===== config.mk =====
export PLATFORM = sky130hd
export DESIGN_NAME = fifo32_buffer_flat
export DESIGN_NICKNAME = d
export VERILOG_FILES = /design/src/rtl/fifo32_buffer_if.sv /design/src/rtl/fifo32_buffer.sv /design/src/flat_wrapper.sv
export SDC_FILE = /design/constraint.sdc
export NUM_CORES = 1
export LEC_CHECK = 0
export ABC_AREA = 1
export BUFFER_PORTS_ARGS = -buffer_cell sky130_fd_sc_hd__buf_2
export CELL_PAD_IN_SITES_DETAIL_PLACEMENT = 1
export CELL_PAD_IN_SITES_GLOBAL_PLACEMENT = 1
export CORE_ASPECT_RATIO = 1.25
export CORE_MARGIN = 1.5
export CORE_UTILIZATION = 38
export CTS_CLUSTER_SIZE = 10
export DETAILED_ROUTE_END_ITERATION = 8
export PLACE_DENSITY_LB_ADDON = 0.1
export REMOVE_ABC_BUFFERS = 1
export SLEW_MARGIN = 5
export SYNTH_ARGS = -nofsm -noshare
export SYNTH_HDL_FRONTEND = slang
export SYNTH_SLANG_ARGS = --single-unit

===== constraint.sdc =====
create_clock -name i_clk -period 8 [get_ports i_clk]
set_clock_uncertainty 0.15 [all_clocks]
set_input_delay 1.6 -clock i_clk [delete_from_list [all_inputs] [get_ports i_clk]]
set_output_delay 1.6 -clock i_clk [all_outputs]
set_load 0.005 [all_outputs]

===== src/rtl/fifo32_buffer_if.sv =====
// Producer/consumer handshake bundle for fifo32_buffer.
// The master modport is the producer/consumer side. The slave modport is the FIFO itself.
interface fifo32_buffer_if #(
  parameter int DATA_WIDTH = 32,
  parameter int ADDR_WIDTH = 3
);
  logic                  wr_en;
  logic [DATA_WIDTH-1:0] din;
  logic                  rd_en;
  logic [DATA_WIDTH-1:0] dout;
  logic                  full;
  logic                  empty;
  logic [ADDR_WIDTH:0]   data_count;
  logic                  wr_ack;
  logic                  wr_err;
  logic                  rd_ack;
  logic                  rd_err;
  logic                  almost_full;
  logic                  almost_empty;

  modport master (
    output wr_en, din, rd_en,
    input  dout, full, empty, data_count, wr_ack, wr_err, rd_ack, rd_err,
           almost_full, almost_empty
  );

  modport slave (
    input  wr_en, din, rd_en,
    output dout, full, empty, data_count, wr_ack, wr_err, rd_ack, rd_err,
           almost_full, almost_empty
  );
endinterface


===== src/rtl/fifo32_buffer.sv =====
// 8x32 synchronous FIFO with registered status, ack/err pulses and 1-cycle read latency.
// Optional almost_full/almost_empty flags are enabled by defining FIFO_ALMOST_FLAGS_EN.
module fifo32_buffer #(
  parameter int DATA_WIDTH = 32,
  parameter int DEPTH      = 8,
  parameter int ADDR_WIDTH = 3
) (
  input  logic             i_clk,
  input  logic             i_reset,
  fifo32_buffer_if.slave   bus
);
  typedef enum logic [1:0] {
    ST_EMPTY   = 2'd0,
    ST_PARTIAL = 2'd1,
    ST_FULL    = 2'd2
  } state_t;

  localparam logic [ADDR_WIDTH:0]   LP_DEPTH = (ADDR_WIDTH+1)'(DEPTH);
  localparam logic [ADDR_WIDTH:0]   LP_ONE   = (ADDR_WIDTH+1)'(1);
  localparam logic [ADDR_WIDTH:0]   LP_ZERO  = (ADDR_WIDTH+1)'(0);
  localparam logic [ADDR_WIDTH-1:0] LP_PINC  = ADDR_WIDTH'(1);

  logic [DATA_WIDTH-1:0] r_mem [DEPTH];
  state_t                r_state;
  state_t                w_state_next;
  logic [ADDR_WIDTH-1:0] r_wr_ptr;
  logic [ADDR_WIDTH-1:0] r_rd_ptr;
  logic [ADDR_WIDTH:0]   r_count;
  logic [ADDR_WIDTH:0]   w_count_next;
  logic [DATA_WIDTH-1:0] r_dout;
  logic                  r_full;
  logic                  r_empty;
  logic                  r_wr_ack;
  logic                  r_wr_err;
  logic                  r_rd_ack;
  logic                  r_rd_err;
  logic                  w_wr_acc;
  logic                  w_rd_acc;

  // Accept decisions, next count and next FSM state
  always_comb begin
    w_wr_acc     = bus.wr_en && ((r_state != ST_FULL) || bus.rd_en);
    w_rd_acc     = bus.rd_en && (r_state != ST_EMPTY);
    w_count_next = r_count;
    w_state_next = r_state;
    if (w_wr_acc && !w_rd_acc) begin
      w_count_next = r_count + LP_ONE;
    end else if (w_rd_acc && !w_wr_acc) begin
      w_count_next = r_count - LP_ONE;
    end else begin
      w_count_next = r_count;
    end
    case (r_state)
      ST_EMPTY: begin
        if (w_wr_acc) w_state_next = ST_PARTIAL;
        else          w_state_next = ST_EMPTY;
      end
      ST_PARTIAL: begin
        if (w_count_next == LP_DEPTH)     w_state_next = ST_FULL;
        else if (w_count_next == LP_ZERO) w_state_next = ST_EMPTY;
        else                              w_state_next = ST_PARTIAL;
      end
      ST_FULL: begin
        if (w_rd_acc && !w_wr_acc) w_state_next = ST_PARTIAL;
        else                       w_state_next = ST_FULL;
      end
      default: w_state_next = ST_EMPTY;
    endcase
  end

  // State, pointers, count, read data and handshake pulses
  always_ff @(posedge i_clk or posedge i_reset) begin
    if (i_reset) begin
      r_state  <= ST_EMPTY;
      r_wr_ptr <= {ADDR_WIDTH{1'b0}};
      r_rd_ptr <= {ADDR_WIDTH{1'b0}};
      r_count  <= LP_ZERO;
      r_dout   <= {DATA_WIDTH{1'b0}};
      r_full   <= 1'b0;
      r_empty  <= 1'b1;
      r_wr_ack <= 1'b0;
      r_wr_err <= 1'b0;
      r_rd_ack <= 1'b0;
      r_rd_err <= 1'b0;
    end else begin
      r_state  <= w_state_next;
      r_count  <= w_count_next;
      r_full   <= (w_state_next == ST_FULL);
      r_empty  <= (w_state_next == ST_EMPTY);
      r_wr_ack <= w_wr_acc;
      r_wr_err <= bus.wr_en && !w_wr_acc;
      r_rd_ack <= w_rd_acc;
      r_rd_err <= bus.rd_en && !w_rd_acc;
      if (w_wr_acc) r_wr_ptr <= r_wr_ptr + LP_PINC;
      if (w_rd_acc) begin
        // Non-blocking read sees the old word even when a full-state write hits the same slot
        r_dout   <= r_mem[r_rd_ptr];
        r_rd_ptr <= r_rd_ptr + LP_PINC;
      end
    end
  end

  // Storage array, no reset needed since dout is only loaded from written slots
  always_ff @(posedge i_clk) begin
    if (w_wr_acc) r_mem[r_wr_ptr] <= bus.din;
  end

`ifdef FIFO_ALMOST_FLAGS_EN
  logic r_almost_full;
  logic r_almost_empty;

  // Almost flags track the next count so they move with data_count
  always_ff @(posedge i_clk or posedge i_reset) begin
    if (i_reset) begin
      r_almost_full  <= 1'b0;
      r_almost_empty <= 1'b0;
    end else begin
      r_almost_full  <= (w_count_next == (LP_DEPTH - LP_ONE));
      r_almost_empty <= (w_count_next == LP_ONE);
    end
  end

  assign bus.almost_full  = r_almost_full;
  assign bus.almost_empty = r_almost_empty;
`else
  assign bus.almost_full  = 1'b0;
  assign bus.almost_empty = 1'b0;
`endif

  assign bus.dout       = r_dout;
  assign bus.full       = r_full;
  assign bus.empty      = r_empty;
  assign bus.data_count = r_count;
  assign bus.wr_ack     = r_wr_ack;
  assign bus.wr_err     = r_wr_err;
  assign bus.rd_ack     = r_rd_ack;
  assign bus.rd_err     = r_rd_err;
endmodule


===== src/flat_wrapper.sv =====
// flat-port wrapper written by rule: the top's interface ports become plain ports
module fifo32_buffer_flat 
#(
  parameter int DATA_WIDTH = 32,
  parameter int DEPTH      = 8,
  parameter int ADDR_WIDTH = 3
)
  (i_clk, i_reset, bus_wr_en, bus_din, bus_rd_en, bus_dout, bus_full, bus_empty, bus_data_count, bus_wr_ack, bus_wr_err, bus_rd_ack, bus_rd_err, bus_almost_full, bus_almost_empty);
  fifo32_buffer_if #(.DATA_WIDTH(DATA_WIDTH), .ADDR_WIDTH(ADDR_WIDTH)) bus_i ();
  input  logic i_clk;
  input  logic i_reset;
  input wire logic [$bits(bus_i.wr_en)-1:0] bus_wr_en;
  input wire logic [$bits(bus_i.din)-1:0] bus_din;
  input wire logic [$bits(bus_i.rd_en)-1:0] bus_rd_en;
  output wire logic [$bits(bus_i.dout)-1:0] bus_dout;
  output wire logic [$bits(bus_i.full)-1:0] bus_full;
  output wire logic [$bits(bus_i.empty)-1:0] bus_empty;
  output wire logic [$bits(bus_i.data_count)-1:0] bus_data_count;
  output wire logic [$bits(bus_i.wr_ack)-1:0] bus_wr_ack;
  output wire logic [$bits(bus_i.wr_err)-1:0] bus_wr_err;
  output wire logic [$bits(bus_i.rd_ack)-1:0] bus_rd_ack;
  output wire logic [$bits(bus_i.rd_err)-1:0] bus_rd_err;
  output wire logic [$bits(bus_i.almost_full)-1:0] bus_almost_full;
  output wire logic [$bits(bus_i.almost_empty)-1:0] bus_almost_empty;
  assign bus_i.wr_en = bus_wr_en;
  assign bus_i.din = bus_din;
  assign bus_i.rd_en = bus_rd_en;
  assign bus_dout = bus_i.dout;
  assign bus_full = bus_i.full;
  assign bus_empty = bus_i.empty;
  assign bus_data_count = bus_i.data_count;
  assign bus_wr_ack = bus_i.wr_ack;
  assign bus_wr_err = bus_i.wr_err;
  assign bus_rd_ack = bus_i.rd_ack;
  assign bus_rd_err = bus_i.rd_err;
  assign bus_almost_full = bus_i.almost_full;
  assign bus_almost_empty = bus_i.almost_empty;
  fifo32_buffer #(.DATA_WIDTH(DATA_WIDTH), .DEPTH(DEPTH), .ADDR_WIDTH(ADDR_WIDTH)) u_core (.i_clk(i_clk), .i_reset(i_reset), .bus(bus_i));
endmodule

==> reports/qor.yml <==
status: "complete, no violations"
grt_overflow: 0
drc: 0
critPathKind: "reg2reg"
portBuffers: 77
worstPathCellList: "buf_4 -> clkinv_1 -> buf_4 -> o21ai_0 -> o221ai_1 -> nand3_1 -> nand2_1"
max_stage_delay_ns: 1.00
grt_pass1_vias: 7648
finalWeightedCongestion: 0.742
synth-edff-count: 256
cts_hold_buf: 0
p_int_uw: 3310
n_fill_cell: 3127
routed_wl_mm: 28.7
num_io_pins: 80
start_util_pct: 38.8
drive_above_1_share_pct: 15.5
switching_share_pct: 33.9
post-place-ws_ns: 4.03
synth.yosys.seq_area_share_pct: 76.0
cts_setup_buffers: 0
period_minus_slack_ns: 3.42
setup-tns-final_ns: 0
synth_most_common_cell: "edfxtp_1"
dp_hpwl_mm: 15.6
cts_tree: "built"
clk_path_buf_depth: 3
clock-root-buffer: "clkbuf_16"
drv_cap: 0
synth_warnings: 0
power_frac_clock_pct: 29.1
p_leak_uw: 0.00485
die_x_um: 160
crit_arrival_ns: 3.65
p_switching_uw: 1700
max_freq_mhz: 293
critPathCaptureType: "register"
grt_usage_pct: 18.5
yosys_register_bits: 306
synth_top_area_share_pct: 65.3
pwr-share-comb_pct: 27.7
cp-start-kind: "register"
nNetsFinal: 992
crit_top_cell: "buf_4"
area_growth_pct: 15.7
clock_latency_ns: 0.50
core.rowCount: 71
required_ns: 8.23
antenna_found_initial: 0
ant_nets: 0
synthCells: 878
p_per_area_mw_per_mm2: 368
path_buf_inv: 3
netlist-cell-type-count: 30
cts-buffers-inserted: 36
synth.area.top_cells: "edfxtp_1 65%, dfrtp_1 10%, o21ai_0 5.5%"
vias_per_cell: 5.26
grt_max_degree: 108
slowest_stage: "clkinv_1"
clkTransAtPathRegs_ns: 0.06
grt_pass1_wl_mm: 45.1
relSlewSlack_pct: 22.6
chipHeight_um: 200
rsz0062_at_grt: "false"
die_area_mm2: 0.0320
yosysTopAreaCell: "edfxtp_1"
n_antenna_cell: 0
cp_max_fo: 66
crit_family: "buffers and inverters"
cts_sinks: 306
wl_per_cell_um: 20.9
hold_viol_final: 0
ys.flop_type: "edfxtp_1"
avgSynthCellArea_um2: 13.4
core_area_mm2: 0.0303
whs_ns: 0.322
vias: 7243
drtPass1Iterations: 4
syn-cell-area_mm2: 0.0118
post_cts_resized: 0
synth_common_cells: "256 x edfxtp_1, 145 x nor2_1, 130 x o21ai_0, 96 x nand2_1, 53 x o221ai_1"
ir_drop_uv: 190
worst_pin_slew_ns: 1.16
finalSetupViolations: 0
worst_slack_ns: 4.58
seq_area_mm2: 0.00894
hold_path_class: "reg2reg"
cts-htree-levels: 2
multi_input_comb_area_mm2: 0.00258
final_max_slew_viol_count: 0
drtIter0Drc: 436
finalCritPeriodShare_pct: 42.7
seqPwrFrac_pct: 43.2
async_reset_ff_share_pct: 16.3
## power by group through the flow
stage / Clock [uW] / Sequential [uW] / Combinational (uW)
3_5_place_dp: 0 / 2200 / 1430
5_1_grt: 1550 / 2200 / 1580
2_1_floorplan: 0 / 2240 / 765
6_report: 1460 / 2160 / 1390
3_3_place_gp: 0 / 2190 / 1410
4_1_cts: 1500 / 2170 / 1440
## sequential cells by signal, summed over array words and instances (netlist names)
name                   count
u_core.r_mem             256
u_core.bus.wr_err          1
u_core.bus.rd_err          1
u_core.r_wr_ptr            3
u_core.bus.wr_ack          1
u_core.bus.rd_ack          1
u_core.bus.data_count      4
u_core.r_rd_ptr            3
u_core.bus.empty           1
u_core.r_state             2
u_core.bus.full            1
u_core.bus.dout           32
## logic make-up after synthesis
logic type	share of synthesized area, %
fa+ha+maj	0.425
buf+inv	2.62
simple gates	9.81
flops	76.0
compound gates	10.8
xor+xnor	0.372
other cells	0.0319
## path summary, 6_finish.rpt
| path | start | endpoint | slack, ns | cells after the start |
|---|---|---|---|---|
| max | u_core.r_rd_ptr[1]$_DFFE_PP0P_ | u_core.bus.dout[16]$_DFFE_PP0P_ | 4.58 | 7 |
| min reg2reg | u_core.bus.dout[25]$_DFFE_PP0P_ | u_core.bus.dout[25]$_DFFE_PP0P_ | 0.32 | 2 |
| min | u_core.bus.dout[25]$_DFFE_PP0P_ | u_core.bus.dout[25]$_DFFE_PP0P_ | 0.32 | 2 |
| min in group asynchronous | i_reset | u_core.bus.dout[25]$_DFFE_PP0P_ | 1.17 | 3 |
| max reg2reg | u_core.r_rd_ptr[1]$_DFFE_PP0P_ | u_core.bus.dout[16]$_DFFE_PP0P_ | 4.58 | 7 |
| max in group asynchronous | i_reset | u_core.r_rd_ptr[0]$_DFFE_PP0P_ | 5.96 | 3 |
## layout by cell type (no fill, tap or decap)
cell / synthesis / final
buf_2: 12 / 77
buf_4: 3 / 14
clkbuf_1: 39 / 23
clkbuf_16: 0 / 37
clkbuf_8: 0 / 1
clkinv_1: 1 / 2
clkinv_2: 0 / 1
conb_1: 1 / 2
dfrtp_1: 49 / 47
dfrtp_2: 0 / 1
dfrtp_4: 0 / 1
dfstp_2: 1 / 1
edfxtp_1: 256 / 256
ha_1: 4 / 4
inv_1: 16 / 14
inv_2: 2 / 2
nand2_1: 96 / 96
nand2_2: 1 / 1
nand2_4: 1 / 1
nand3_1: 29 / 29
nand3_2: 2 / 2
nand3_4: 1 / 1
nand3b_1: 1 / 1
nand4_1: 2 / 2
nor2_1: 145 / 137
nor2_2: 1 / 1
nor2_4: 1 / 9
nor3_1: 1 / 1
o211ai_1: 11 / 11
o21ai_0: 130 / 130
o221ai_1: 53 / 53
o22ai_1: 11 / 11
or2_2: 1 / 1
xor2_1: 5 / 5
## final cells by class
type | instances | share of cell area, %
Inverter | 19 | 0.533
Timing Repair Buffer | 91 | 3.60
Clock buffer | 61 | 7.53
Sequential cell | 306 | 65.7
Tap cell | 401 | 3.68
Multi-Input combinational cell | 498 | 19.0
## through the flow
step | power (uW) | std cells | util [%] | area (um^2)
global route | 5330 | 1376 | 45.0 | 13600
global placement | 3600 | 1315 | 41.6 | 12600
finish | 5010 | 1376 | 45.0 | 13600
floorplan | 3000 | 823 | - | 11500
CTS | 5100 | 1376 | 45.0 | 13600
detailed placement | 3630 | 1315 | 41.6 | 12600
## layer usage
layer	share of wire, %	wire (um)	GRT usage [%]
met1	44	12800	24.0
met2	51	14500	32.6
met3	3.0	864	2.41
met4	2.0	576	5.26
met5	0	0	0
## worst reg2reg max path, cell delays in order, from the launching register on
cell and delay, ns:
dfrtp_2 0.34, buf_4 0.59, clkinv_1 1.04, buf_4 0.58, o21ai_0 0.16, o221ai_1 0.17
nand3_1 0.19, nand2_1 0.07
Note: power is estimated with default switching activity, not from simulation.
